### config.mk
export PLATFORM = sky130hd
export DESIGN_NAME = lc3b_seq_ctrl
export DESIGN_NICKNAME = d
export VERILOG_FILES = /design/src/rtl/lc3b_pkg.sv /design/src/rtl/lc3b_mem_wait_timer.sv /design/src/rtl/lc3b_seq_ctrl.sv
export SDC_FILE = /design/constraint.sdc
export NUM_CORES = 1
export LEC_CHECK = 0
export CELL_PAD_IN_SITES_DETAIL_PLACEMENT = 0
export CELL_PAD_IN_SITES_GLOBAL_PLACEMENT = 1
export CORE_MARGIN = 5
export CORE_UTILIZATION = 25
export DETAILED_ROUTE_END_ITERATION = 16
export DONT_BUFFER_PORTS = 1
export PLACE_DENSITY = 0.6
export SETUP_SLACK_MARGIN = 0.4
export SYNTH_ARGS = -nofsm -noshare
export SYNTH_HDL_FRONTEND = slang
export SYNTH_SLANG_ARGS = --single-unit
export TNS_END_PERCENT = 30
### constraint.sdc
create_clock -name i_clk -period 2.02 [get_ports i_clk]
set_input_delay 0.303 -clock i_clk [delete_from_list [all_inputs] [get_ports i_clk]]
set_output_delay 0.303 -clock i_clk [all_outputs]
set_load 0.02 [all_outputs]
### src/rtl/lc3b_pkg.sv
// lc3b_pkg: shared encodings for the LC-3b sequencing controller.
//   State codes, opcode constants, datapath select encodings and the
//   DECODE-state dispatch function.
package lc3b_pkg;

    localparam logic [3:0] S_RESET    = 4'd0;
    localparam logic [3:0] S_FETCH    = 4'd1;
    localparam logic [3:0] S_IR_LD    = 4'd2;
    localparam logic [3:0] S_DECODE   = 4'd3;
    localparam logic [3:0] S_ALU      = 4'd4;
    localparam logic [3:0] S_BR       = 4'd5;
    localparam logic [3:0] S_JMP      = 4'd6;
    localparam logic [3:0] S_JSR_LINK = 4'd7;
    localparam logic [3:0] S_JSR_PC   = 4'd8;
    localparam logic [3:0] S_LEA      = 4'd9;
    localparam logic [3:0] S_LD_MEM   = 4'd10;
    localparam logic [3:0] S_LD_WB    = 4'd11;
    localparam logic [3:0] S_ST_MEM   = 4'd12;
    localparam logic [3:0] S_ERR      = 4'd13;

    localparam logic [3:0] OP_BR  = 4'b0000;
    localparam logic [3:0] OP_ADD = 4'b0001;
    localparam logic [3:0] OP_JSR = 4'b0100;
    localparam logic [3:0] OP_AND = 4'b0101;
    localparam logic [3:0] OP_LDW = 4'b0110;
    localparam logic [3:0] OP_STW = 4'b0111;
    localparam logic [3:0] OP_XOR = 4'b1001;
    localparam logic [3:0] OP_JMP = 4'b1100;
    localparam logic [3:0] OP_SHF = 4'b1101;
    localparam logic [3:0] OP_LEA = 4'b1110;

    localparam logic [1:0] PC_PLUS2 = 2'd0;
    localparam logic [1:0] PC_OFF9  = 2'd1;
    localparam logic [1:0] PC_OFF11 = 2'd2;
    localparam logic [1:0] PC_BASE  = 2'd3;

    localparam logic ADDR_PC  = 1'b0;
    localparam logic ADDR_ALU = 1'b1;

    localparam logic [1:0] ALUB_SR2  = 2'd0;
    localparam logic [1:0] ALUB_IMM5 = 2'd1;
    localparam logic [1:0] ALUB_OFF6 = 2'd2;
    localparam logic [1:0] ALUB_ZERO = 2'd3;

    localparam logic [1:0] RFW_ALU  = 2'd0;
    localparam logic [1:0] RFW_MEM  = 2'd1;
    localparam logic [1:0] RFW_PC   = 2'd2;
    localparam logic [1:0] RFW_OFF9 = 2'd3;

    function automatic logic [3:0] decode_next(input logic [3:0] op);
        case (op)
            OP_ADD, OP_AND, OP_XOR, OP_SHF: decode_next = S_ALU;
            OP_BR:  decode_next = S_BR;
            OP_JMP: decode_next = S_JMP;
            OP_JSR: decode_next = S_JSR_LINK;
            OP_LEA: decode_next = S_LEA;
            OP_LDW: decode_next = S_LD_MEM;
            OP_STW: decode_next = S_ST_MEM;
            default: decode_next = S_ERR;
        endcase
    endfunction

endpackage

### src/rtl/lc3b_mem_wait_timer.sv
// lc3b_mem_wait_timer: counts wait cycles of a pending memory access and flags timeout.
//   i_clk, i_rst  clock, async active-high reset
//   i_active      controller is in a memory state
//   i_ready       memory completes this cycle
//   o_timeout     TIMEOUT-th consecutive wait cycle with i_ready low
module lc3b_mem_wait_timer
    import lc3b_pkg::*;
#(
    parameter int TIMEOUT = 15
) (
    input  logic i_clk,
    input  logic i_rst,
    input  logic i_active,
    input  logic i_ready,
    output logic o_timeout
);
    localparam int W = (TIMEOUT < 2) ? 1 : $clog2(TIMEOUT);

    logic [W-1:0] r_cnt;

    // ready wins over timeout; count is 0 on every memory-state entry because
    // each memory state is left either with ready high or via timeout (both clear it)
    assign o_timeout = i_active & ~i_ready & (r_cnt == W'(TIMEOUT - 1));

    always_ff @(posedge i_clk or posedge i_rst)
        if (i_rst)
            r_cnt <= '0;
        else
            r_cnt <= (i_active & ~i_ready & ~o_timeout) ? r_cnt + 1'b1 : '0;

endmodule

### src/rtl/lc3b_seq_ctrl.sv
// lc3b_seq_ctrl: self-sequencing multicycle LC-3b control unit with memory handshake.
//   Inputs : i_clk, i_rst (async, active-high), i_ir, i_nzp, i_mem_ready
//   Outputs: o_state, o_mem_req, o_mem_wr_n, o_rf_wr_n, o_pc_wr_n, o_ir_wr_n,
//            o_cc_ld_n, o_pc_sel, o_addr_sel, o_alub_sel, o_rfw_sel, o_alu_ctl, o_err
//   Option : LC3B_PERF_CNT_EN adds o_cycle_cnt / o_instret_cnt (CNT_W bits).
//   Outputs decode from the state register and IR/NZP only; mem_ready feeds next state.
module lc3b_seq_ctrl
    import lc3b_pkg::*;
#(
    parameter int IR_W    = 16,
    parameter int STATE_W = 4,
    parameter int TIMEOUT = 15
`ifdef LC3B_PERF_CNT_EN
    ,
    parameter int CNT_W   = 32
`endif
) (
    input  logic               i_clk,
    input  logic               i_rst,
    input  logic [IR_W-1:0]    i_ir,
    input  logic [2:0]         i_nzp,
    input  logic               i_mem_ready,
    output logic [STATE_W-1:0] o_state,
    output logic               o_mem_req,
    output logic               o_mem_wr_n,
    output logic               o_rf_wr_n,
    output logic               o_pc_wr_n,
    output logic               o_ir_wr_n,
    output logic               o_cc_ld_n,
    output logic [1:0]         o_pc_sel,
    output logic               o_addr_sel,
    output logic [1:0]         o_alub_sel,
    output logic [1:0]         o_rfw_sel,
    output logic [3:0]         o_alu_ctl,
`ifdef LC3B_PERF_CNT_EN
    output logic [CNT_W-1:0]   o_cycle_cnt,
    output logic [CNT_W-1:0]   o_instret_cnt,
`endif
    output logic               o_err
);
    logic [STATE_W-1:0] r_state;
    logic [3:0]         w_cur;
    logic [3:0]         w_next;
    logic               w_mem_state;
    logic               w_timeout;
    logic               w_unused;

    // unused encodings (14, 15 and anything in the upper bits) behave as ERR
    assign w_cur       = (r_state < STATE_W'(14)) ? r_state[3:0] : S_ERR;
    assign w_mem_state = (w_cur == S_FETCH) | (w_cur == S_LD_MEM) | (w_cur == S_ST_MEM);
    assign w_unused    = ^i_ir;
    assign o_state     = r_state;

    lc3b_mem_wait_timer #(.TIMEOUT(TIMEOUT)) u_timer (
        .i_clk     (i_clk),
        .i_rst     (i_rst),
        .i_active  (w_mem_state),
        .i_ready   (i_mem_ready),
        .o_timeout (w_timeout)
    );

    always_comb begin
        w_next = S_ERR;
        case (w_cur)
            S_RESET:    w_next = S_FETCH;
            S_FETCH:    w_next = i_mem_ready ? S_IR_LD : w_timeout ? S_ERR : S_FETCH;
            S_IR_LD:    w_next = S_DECODE;
            S_DECODE:   w_next = decode_next(i_ir[IR_W-1 -: 4]);
            S_JSR_LINK: w_next = S_JSR_PC;
            S_LD_MEM:   w_next = i_mem_ready ? S_LD_WB : w_timeout ? S_ERR : S_LD_MEM;
            S_ST_MEM:   w_next = i_mem_ready ? S_FETCH : w_timeout ? S_ERR : S_ST_MEM;
            S_ALU, S_BR, S_JMP, S_JSR_PC, S_LEA, S_LD_WB: w_next = S_FETCH;
            default:    w_next = S_ERR;
        endcase
    end

    always_ff @(posedge i_clk or posedge i_rst)
        if (i_rst)
            r_state <= STATE_W'(S_RESET);
        else
            r_state <= STATE_W'(w_next);

    always_comb begin
        o_mem_req  = 1'b0;
        o_mem_wr_n = 1'b1;
        o_rf_wr_n  = 1'b1;
        o_pc_wr_n  = 1'b1;
        o_ir_wr_n  = 1'b1;
        o_cc_ld_n  = 1'b1;
        o_pc_sel   = PC_PLUS2;
        o_addr_sel = ADDR_PC;
        o_alub_sel = ALUB_SR2;
        o_rfw_sel  = RFW_ALU;
        o_alu_ctl  = 4'd0;
        o_err      = 1'b0;
        case (w_cur)
            S_FETCH:  o_mem_req = 1'b1;
            S_IR_LD: begin
                o_ir_wr_n = 1'b0;
                o_pc_wr_n = 1'b0;
            end
            S_ALU: begin
                o_rf_wr_n  = 1'b0;
                o_cc_ld_n  = 1'b0;
                o_alub_sel = i_ir[5] ? ALUB_IMM5 : ALUB_SR2;
                o_alu_ctl  = {i_ir[IR_W-1 -: 2], i_ir[5:4]};
            end
            S_BR: begin
                o_pc_sel  = PC_OFF9;
                o_pc_wr_n = ~|(i_ir[11:9] & i_nzp);
            end
            S_JMP: begin
                o_pc_sel  = PC_BASE;
                o_pc_wr_n = 1'b0;
            end
            S_JSR_LINK: begin
                o_rf_wr_n = 1'b0;
                o_rfw_sel = RFW_PC;
            end
            S_JSR_PC: begin
                o_pc_sel  = i_ir[11] ? PC_OFF11 : PC_BASE;
                o_pc_wr_n = 1'b0;
            end
            S_LEA: begin
                o_rf_wr_n = 1'b0;
                o_rfw_sel = RFW_OFF9;
                o_cc_ld_n = 1'b0;
            end
            S_LD_MEM: begin
                o_mem_req  = 1'b1;
                o_addr_sel = ADDR_ALU;
                o_alub_sel = ALUB_OFF6;
            end
            S_LD_WB: begin
                o_rf_wr_n = 1'b0;
                o_rfw_sel = RFW_MEM;
                o_cc_ld_n = 1'b0;
            end
            S_ST_MEM: begin
                o_mem_req  = 1'b1;
                o_mem_wr_n = 1'b0;
                o_addr_sel = ADDR_ALU;
                o_alub_sel = ALUB_OFF6;
            end
            S_ERR:    o_err = 1'b1;
            default:  o_err = 1'b0;
        endcase
    end

`ifdef LC3B_PERF_CNT_EN
    logic [CNT_W-1:0] r_cycle_cnt;
    logic [CNT_W-1:0] r_instret_cnt;

    always_ff @(posedge i_clk or posedge i_rst)
        if (i_rst) begin
            r_cycle_cnt   <= '0;
            r_instret_cnt <= '0;
        end else begin
            if (w_cur != S_RESET && w_cur != S_ERR)
                r_cycle_cnt <= r_cycle_cnt + 1'b1;
            // retire = fresh entry into FETCH; the first fetch after reset is not a retirement
            if (w_next == S_FETCH && w_cur != S_FETCH && w_cur != S_RESET)
                r_instret_cnt <= r_instret_cnt + 1'b1;
        end

    assign o_cycle_cnt   = r_cycle_cnt;
    assign o_instret_cnt = r_instret_cnt;
`endif

endmodule

Word-level counts from Yosys, hierarchy flattened
Memory sizes are Yosys's and may differ from the RTL's.
Cells that the tools add are included.
- register bits after elaboration: 8
- bits in read-only memories: 64
- input port bits: 22
- output and inout port bits: 22
- word-level logic and storage cells: 59
- memories: 1
- memories (name ; depth ; bits a word ; read ports ; clocked after memory_dff ; write ports ; line ; RTL):
    (name not given) ; 16 ; 4 ; 1 ; 0 ; 0 ; lc3b_pkg.sv:51 ; case (op)
- $add $sub $neg: 1
- $lt $le $gt $ge: 1
- equal/unequal tests: 14
- mux-type cells: 23
- bitwise logic cells: 8
- reductions and logical operators: 9
- operators with widths (cell ; number):
    equality test 4 bit (second input constant) ; 7
    one-hot mux 4 bit (7 select lines) ; 1
    2-to-1 mux 4 bit ; 6
    equality test 4 x 3 -> 1 bit (second input constant) ; 4
    one-hot mux 2 bit (3 select lines) ; 2
    OR reduction 3 bit ; 4
    2-to-1 mux 1 bit ; 10
    equality test 4 x 2 -> 1 bit (second input constant) ; 2
    OR reduction 7 bit ; 1
    2-to-1 mux 3 bit ; 2
    adder 4 x 1 -> 4 bit (second input constant) ; 1
    equality test 4 x 1 -> 1 bit (second input constant) ; 1
    zero test 4 bit ; 1
    < comparator 4 bit (second input constant) ; 1
    one-hot mux 2 bit (2 select lines) ; 1
    OR reduction 4 bit ; 1
    AND 1 bit ; 3
    AND 3 bit ; 1
    NOT 1 bit ; 2
    bitwise OR 1 bit ; 2
    one-hot mux 1 bit (2 select lines) ; 1
    OR reduction 2 bit ; 1
    zero test 1 bit ; 1

Longest topological paths before layout
- depth in word-level cells: 10
- mapped depth: 5
- mapped depth without buffers: 5

Modules after synthesis
Synthesis repeated with hierarchy kept, for this count alone.
- cells, all modules: 96
- area total of the unflattened synthesis: 701.9 sq um
- modules (own cells, without submodules) (module ; instances ; cells an instance ; area each (sq um) ; sequential area each (sq um)):
    lc3b_seq_ctrl ; 1 ; 78 ; 511.7 ; 100.1
    lc3b_mem_wait_timer ; 1 ; 18 ; 190.2 ; 100.1

Least setup slack after synthesis
OpenSTA, ideal clock, no wires.
- kind: register to output
- start point: register r_state[0] (netlist: o_state[0])
- end point: output o_cc_ld_n
- data arrival time: 1.577 ns
- required time: 1.717 ns
- setup slack: 0.140 ns
- stages on the path, launching flop included: 5
- path buffers: 1
- cell sequence: dfrtp_1 -> buf_2 -> inv_1 -> nor3_1 -> a21oi_1
- cells in the longest elaborated chain, start to end: 5
- elaborated cells between the ends (all ways): 7
- classes of those cells: order compare (1); eq/ne (3); mux (2); reduce/logical (1)
- ends and longest elaborated chain (what ; line ; RTL):
    start: declaration ; lc3b_seq_ctrl.sv:41 ; logic [STATE_W-1:0] r_state;
    start signal: assignment ; lc3b_seq_ctrl.sv:79 ; r_state <= STATE_W'(S_RESET);
    start signal: assignment ; lc3b_seq_ctrl.sv:81 ; r_state <= STATE_W'(w_next);
    < comparator 4 bit ; lc3b_seq_ctrl.sv:49 ; assign w_cur = (r_state < STATE_W'(14)) ? r_state[3:0] : S_ERR;
    2-to-1 mux 4 bit * ; lc3b_seq_ctrl.sv:49 ;
    equality test 4 x 3 -> 1 bit or equality test 4 bit (tied branches) ; lc3b_seq_ctrl.sv:96 ; case (w_cur)
    OR reduction 3 bit (no line) * ; -- ;
    2-to-1 mux 1 bit * ; lc3b_seq_ctrl.sv:96 ;
    end: declaration ; lc3b_seq_ctrl.sv:29 ; output logic o_cc_ld_n,
Mark *: on every way between the ends. The rest lies on a longest branch, timed or not.

Final worst setup path
- start point: register r_state[3] (netlist: o_state[3])
- end point: output o_pc_wr_n
- cells in the longest elaborated chain, start to end: 5
- elaborated cells between the ends (all ways): 8
- classes of those cells: order compare (1); eq/ne (4); mux (2); reduce/logical (1)
- ends and longest elaborated chain (what ; line ; RTL):
    < comparator 4 bit ; lc3b_seq_ctrl.sv:49 ;
    2-to-1 mux 4 bit * ; lc3b_seq_ctrl.sv:49 ;
    equality test 4 bit, or another cell as far along ; lc3b_seq_ctrl.sv:96 ;
    OR reduction 3 bit (no line) ; -- ;
    one-hot mux 1 bit (2 select lines) * ; lc3b_seq_ctrl.sv:96 ;
    end: declaration ; lc3b_seq_ctrl.sv:27 ; output logic o_pc_wr_n,
Marks and branches as above.

==> results.json <==
{
  "reg2reg_from": "u_timer.r_cnt[0]",
  "synth-edff-count": 0,
  "routabilityCongestion": 0.790,
  "regToRegEndpoint": "o_state[0]",
  "critPathMaxFanout": 7,
  "number_of_buffers_created_by_cts": 3,
  "worst-endpoint-required_ns": 1.72,
  "netlist_top_cells_area": "dfrtp_1 (27%), nor3_1 (4.7%), and3_1 (4.2%)",
  "end_kind": "primary output",
  "reg2regPathDepth": 5,
  "power_density_mw_per_mm2": 304,
  "die_h_um": 64.4,
  "synth_cells": 88,
  "synth.top_cells.by_count": "dfrtp_1 (8), nor3_1 (7), inv_1 (6), nand2_1 (6)",
  "die_w_um": 64.4,
  "mappedNetlistNets": 112,
  "synth.largest_area_cell": "dfrtp_1",
  "timing_worst_slew_pin_value_ns": 0.333,
  "finalHoldWorstSlack_ns": 0.281,
  "ys_seq_elements": 8,
  "detail_route.drc_violations": 0,
  "finalHoldViolCount": 0,
  "result_of_the_run": "finished, final reports clean",
  "vias_in_the_first_global_route": 722,
  "vdd_ir_drop_max_mv": 0.248,
  "clockRootBuffer": "clkbuf_4",
  "cts_num_sinks": 8,
  "drt-total-wl_mm": 2.08,
  "worst-setup-path-type": "reg -> out",
  "relSlewSlack": 0.775,
  "share_comb_of_total_power": 0.055,
  "core_area_mm2": 0.00281,
  "unrepaired_setup_endpoints_after_global_routing": "yes",
  "clk-insertion-delay-late_ns": 0.25,
  "timing.hold.worst_endpoint": "u_timer.r_cnt[0]",
  "clkSlewWorstSetupHoldPaths_ns": 0.05,
  "cts_buffer_depth": 2,
  "hold_path_depth": 2,
  "grt_pass1_wl_mm": 3.38,
  "final_worst_path_period_share": 0.879,
  "max_cap_violations": 0,
  "groute.usage.overall": 0.102,
  "ant_nets": 0,
  "synth.cell_area_um2": 741,
  "yosysSeqAreaShare": 0.270,
  "detailedRoute.firstIterationViolations": 14,
  "critical_path.startpoint_type": "flop",
  "grt_start_max_net_pins": 12,
  "num_antenna_cells": 0,
  "power.switching_fraction": 0.204,
  "min-delay-path-class": "in -> reg",
  "std_cell_rows": 19,
  "number_of_h_tree_levels": 1,
  "timing.reg2reg.setup_slack_ns": 0.31,
  "filler_cell_count": 305,
  "synth.distinct_cells": 42,
  "port_buffers": 0,
  "initial_core_util": 0.264,
  "overflow": 0,
  "dp_hpwl_mm": 1.66,
  "final.setup_skew_ns": 0.00420,
  "synthMostInstantiatedCell": "dfrtp_1",
  "dr_total_vias": 723,
  "p_sw_uw": 60.6,
  "yosys.area.top_type_share": 0.270,
  "synth_flop_cell": "dfrtp_1",
  "drt_pre_antenna_iters": 4,
  "final_net_count": 131,
  "power.share.clock": 0.406,
  "report.final.slew_viol_count": 0,
  "fp.dieArea_mm2": 0.00415,
  "cp_data_arrival_time_ns": 1.47,
  "timing.final.setup_violations": 0,
  "synth-async-reset-ratio": 1.00,
  "seq_power_share": 0.540,
  "routedWlPerCell_um": 15.3,
  "power_leakage_nw": 0.446,
  "origin_of_the_worst_min_delay_path": "i_mem_ready",
  "top_level_ports": 44,
  "antenna_found_initial": 0,
  "post_drt_via_cell_ratio": 5.32,
  "postSynthAreaPerCell_um2": 8.42,
  "layout_min_cycle_time_ns": 1.78,
  "finalSetupTns_ns": 0,
  "cts_tree": "built",
  "area_growth_pct": 31.9,
  "layout-drive-gt1-share": 0.410,
  "internal_power_uw": 237,
  "ys.warnings.count": 0,
  "max_clock_freq_mhz": 563
}
-- cell usage in the layout, fill, tap and decap left out, drive strengths merged, types with 2 or more instances in the layout --
cell / synthesis / routed
nand3: 2 / 2
nand3b: 2 / 2
nand2b: 3 / 3
inv: 6 / 6
nand2: 6 / 6
nor2: 5 / 5
and2b: 2 / 2
a21oi: 4 / 4
nor2b: 3 / 3
nor3: 7 / 7
dfrtp: 8 / 8
xor2: 3 / 3
buf: 4 / 19
and3: 7 / 7
clkbuf: 2 / 3
ha: 2 / 2
-- flip-flops by register name, summed over array words and instances (netlist names) --
name	count
u_timer.r_cnt	4
o_state	4
-- critical path, cell delays in order, from the launching register on --
cell and delay, ns:
dfrtp_2 0.50, and2b_2 0.26, a22o_1 0.22, a21oi_2 0.11, buf_6 0.13
-- layer usage --
layer  up-vias  routed length [µm]  global-route usage
met2        33                 934               0.168
met5         -                   0                   0
met4         0                  20              0.0396
li1        356                   -                   -
met3         4                 212              0.0328
met1       330                 911               0.124
-- power groups by stage --
stage	sequential, mW	combinational [mW]	clock, mW
after floorplan	0.163	0.0124	0
after global placement	0.163	0.0145	0
after detailed placement	0.163	0.0147	0
after CTS	0.160	0.0162	0.128
after global routing	0.160	0.0183	0.138
final	0.160	0.0162	0.121
-- worst max-delay path by stage --
stage          slack (ns)  cells after the start     endpoint       start
6_report             0.24                      4    o_pc_wr_n  o_state[3]
5_1_grt              0.17                      4    o_pc_wr_n  o_state[3]
4_1_cts              0.23                      4    o_pc_wr_n  o_state[3]
3_5_place_dp         0.25                      4  o_pc_sel[1]  o_state[2]
3_3_place_gp         0.26                      4  o_pc_sel[1]  o_state[2]
2_1_floorplan        0.16                      4  o_pc_sel[0]  o_state[0]
-- kinds of logic (layout without fill, tap and decap cells) --
logic type / after synthesis / in the layout / share of synthesized area
and+or+nand+nor: 43 / 43 / 0.348
AOI/OAI and AO/OA: 17 / 17 / 0.177
buffers and inverters: 12 / 29 / 0.0845
DFF: 8 / 8 / 0.270
xor gates and xnor gates: 4 / 4 / 0.0574
adders and majority gates: 2 / 2 / 0.0338
muxes: 2 / 2 / 0.0287
-- stage by stage --
step           setup WS [ns]  total power, mW   util  std cells  instance area, µm²
5_1_grt                0.170            0.317  0.348        136                 977
3_3_place_gp           0.262            0.178  0.300        126                 842
3_5_place_dp           0.245            0.178  0.300        126                 842
4_1_cts                0.233            0.304  0.326        132                 913
2_1_floorplan          0.160            0.176      -         88                 746
6_report               0.244            0.297  0.348        136                 977
-- what timing repair did --
| action | CTS | global route |
|---|---|---|
| endpoints found under the hold margin | 8 | 0 |
| buffers inserted | 2 | 4 |
| setup endpoints to repair | 18 | 16 |
| hold buffers | 1 | 0 |
| resized for setup | 9 | 9 |
| pin swaps | 0 | 0 |
-- final cells by class --
| class | count | area [µm²] | area share |
|---|---|---|---|
| multi-input cells | 68 | 532 | 0.544 |
| inverters | 6 | 22.5 | 0.0230 |
| repair buffers | 20 | 156 | 0.160 |
| flip-flops and latches | 8 | 205 | 0.210 |
| clock buffers | 3 | 22.5 | 0.0230 |
| well taps | 31 | 38.8 | 0.0397 |
Power figures use the tool's default switching activity.
==> RTL change, RTL diff (same flow settings) <==
Set the parameter `STATE_W` to 6 (it was 4).
--- a/src/rtl/lc3b_seq_ctrl.sv
+++ b/src/rtl/lc3b_seq_ctrl.sv
@@ -9,5 +9,5 @@
 #(
     parameter int IR_W    = 16,
-    parameter int STATE_W = 4,
+    parameter int STATE_W = 6,
     parameter int TIMEOUT = 15
 `ifdef LC3B_PERF_CNT_EN
Ports: changed (resized o_state); port bits go from 44 to 46. No check against the original RTL was run, so the function may have changed too.
==> RTL change against the unedited design <==
Worst setup slack got worse by 0.024 ns. Total power rose by 0.59%. Wire length rose by 0.91%. Utilization fell by 2.9 points. Area after synthesis rose by 2.5%. Sequential cell count did not move. Cell area fell by 2.8%. Non-clock buffer count fell by 4. Cell count did not move. Sequential share of layout area rose by 0.61 points. Worst hold slack improved by 0.0016 ns.
==> RTL change: results (changes against the unedited design) <==
First-pass GRT wire length = 3.26 mm (-3.5%)
Place WS = 0.215 ns (-0.0307 ns)
Worst VDD drop = 0.239 mV (-3.7%)
Placed cell area = 852 sq um (+1.2%)
Vias post-DR = 714 (-1.2%)
Mapped Cells = 91 (+3.4%)
Ant diodes = 0 (unchanged)
Clock Skew = 0.00165 ns (-0.00255 ns)
Setup Buffers After CTS = 0 (-2)
Tot GR Track Use = 9.84% (-0.34 points)
Pin count of the biggest net entering global routing = 12 (unchanged)
Hold_ws = 0.283 ns (+0.00164 ns)
Final #Nets = 129 (-1.5%)
Reg2Reg Depth = 5 (unchanged)
Buffers added on ports = 0 (unchanged)
Resize count post-CTS = 10 (+1)
Post-Route WL = 2.10 mm (+0.91%)
HPWL Detailed = 1.71 mm (+3.2%)
CTS Buf Count = 3 (unchanged)
Top post-synthesis cells by area = dfrtp_1 (26%), nor3_1 (4.6%), and3_1 (4.1%), ha_1 (3.3%), buf_6 (3.0%)
Max FO, Critical Path = 5 (-2)
Layout cell share with drive strength beyond 1 = 37.9% (-3.1 points)
Worst min-delay path category = primary input to flip-flop
Vias in the first global route = 675 (-6.5%)
Psw = 0.0000624 W (+3.0%)
Status = finished, final reports clean
P_leak = 0.432 nW (-3.0%)
Cell variety after synth = 44 (+4.8%)
P&R area growth vs syn = 25.0%
Worst EP arrival = 1.50 ns (+0.03 ns)
Iteration-0 DRC count of the detailed router = 45 (+31)
# fillers = 324 (+6.2%)
Post-synthesis sequential area ratio = 26.4% (-0.67 points)
Clk slew on worst S/H paths = 0.05 ns (about the same)
## RTL change: final cells by class
| cell class | count | area, sq um | area share (%) |
|---|---|---|---|
| sequential | 8 | 205 | 21.6 |
| inverter | 6 | 22.5 | 2.37 |
| clock buffer | 3 | 22.5 | 2.37 |
| tap | 33 | 41.3 | 4.35 |
| timing repair buffer | 16 | 130 | 13.7 |
| multi-input combinational | 70 | 528 | 55.6 |
## RTL change: metal layers
layer  global-route usage (%)  wire, microns
met3                     2.56            228
met2                     16.2            910
met1                     11.9            926
met5                        0              0
met4                     4.66             31
## RTL change: worst max-delay path by stage
stage	to	depth (start not counted)	start	slack (ns)
6_report	o_pc_wr_n	4	o_state[2]$_DFF_PP0_	0.22
5_1_grt	o_pc_sel[0]	4	o_state[1]$_DFF_PP0_	0.15
4_1_cts	o_pc_sel[0]	4	o_state[2]$_DFF_PP0_	0.19
3_5_place_dp	o_pc_sel[1]	4	o_state[2]$_DFF_PP0_	0.21
3_3_place_gp	o_pc_sel[1]	4	o_state[2]$_DFF_PP0_	0.23
2_1_floorplan	o_pc_sel[0]	4	o_state[0]$_DFF_PP0_	0.16
## RTL change: cells by family after synthesis
group / after synthesis / share of synthesized area, %
simple gates: 43 / 33.9
compound gates: 17 / 17.3
buf+inv: 14 / 10.2
flops: 8 / 26.4
xor+xnor: 4 / 5.60
fa+ha+maj: 2 / 3.29
mux: 2 / 2.80
other cells: 1 / 0.494
## RTL change: power groups by stage
stage               logic [W]  clock network (W)  registers (W)
floorplan           0.0000186                  0       0.000163
global placement    0.0000176                  0       0.000163
detailed placement  0.0000181                  0       0.000163
CTS                 0.0000196           0.000126       0.000160
global route        0.0000214           0.000137       0.000160
finish              0.0000191           0.000119       0.000160
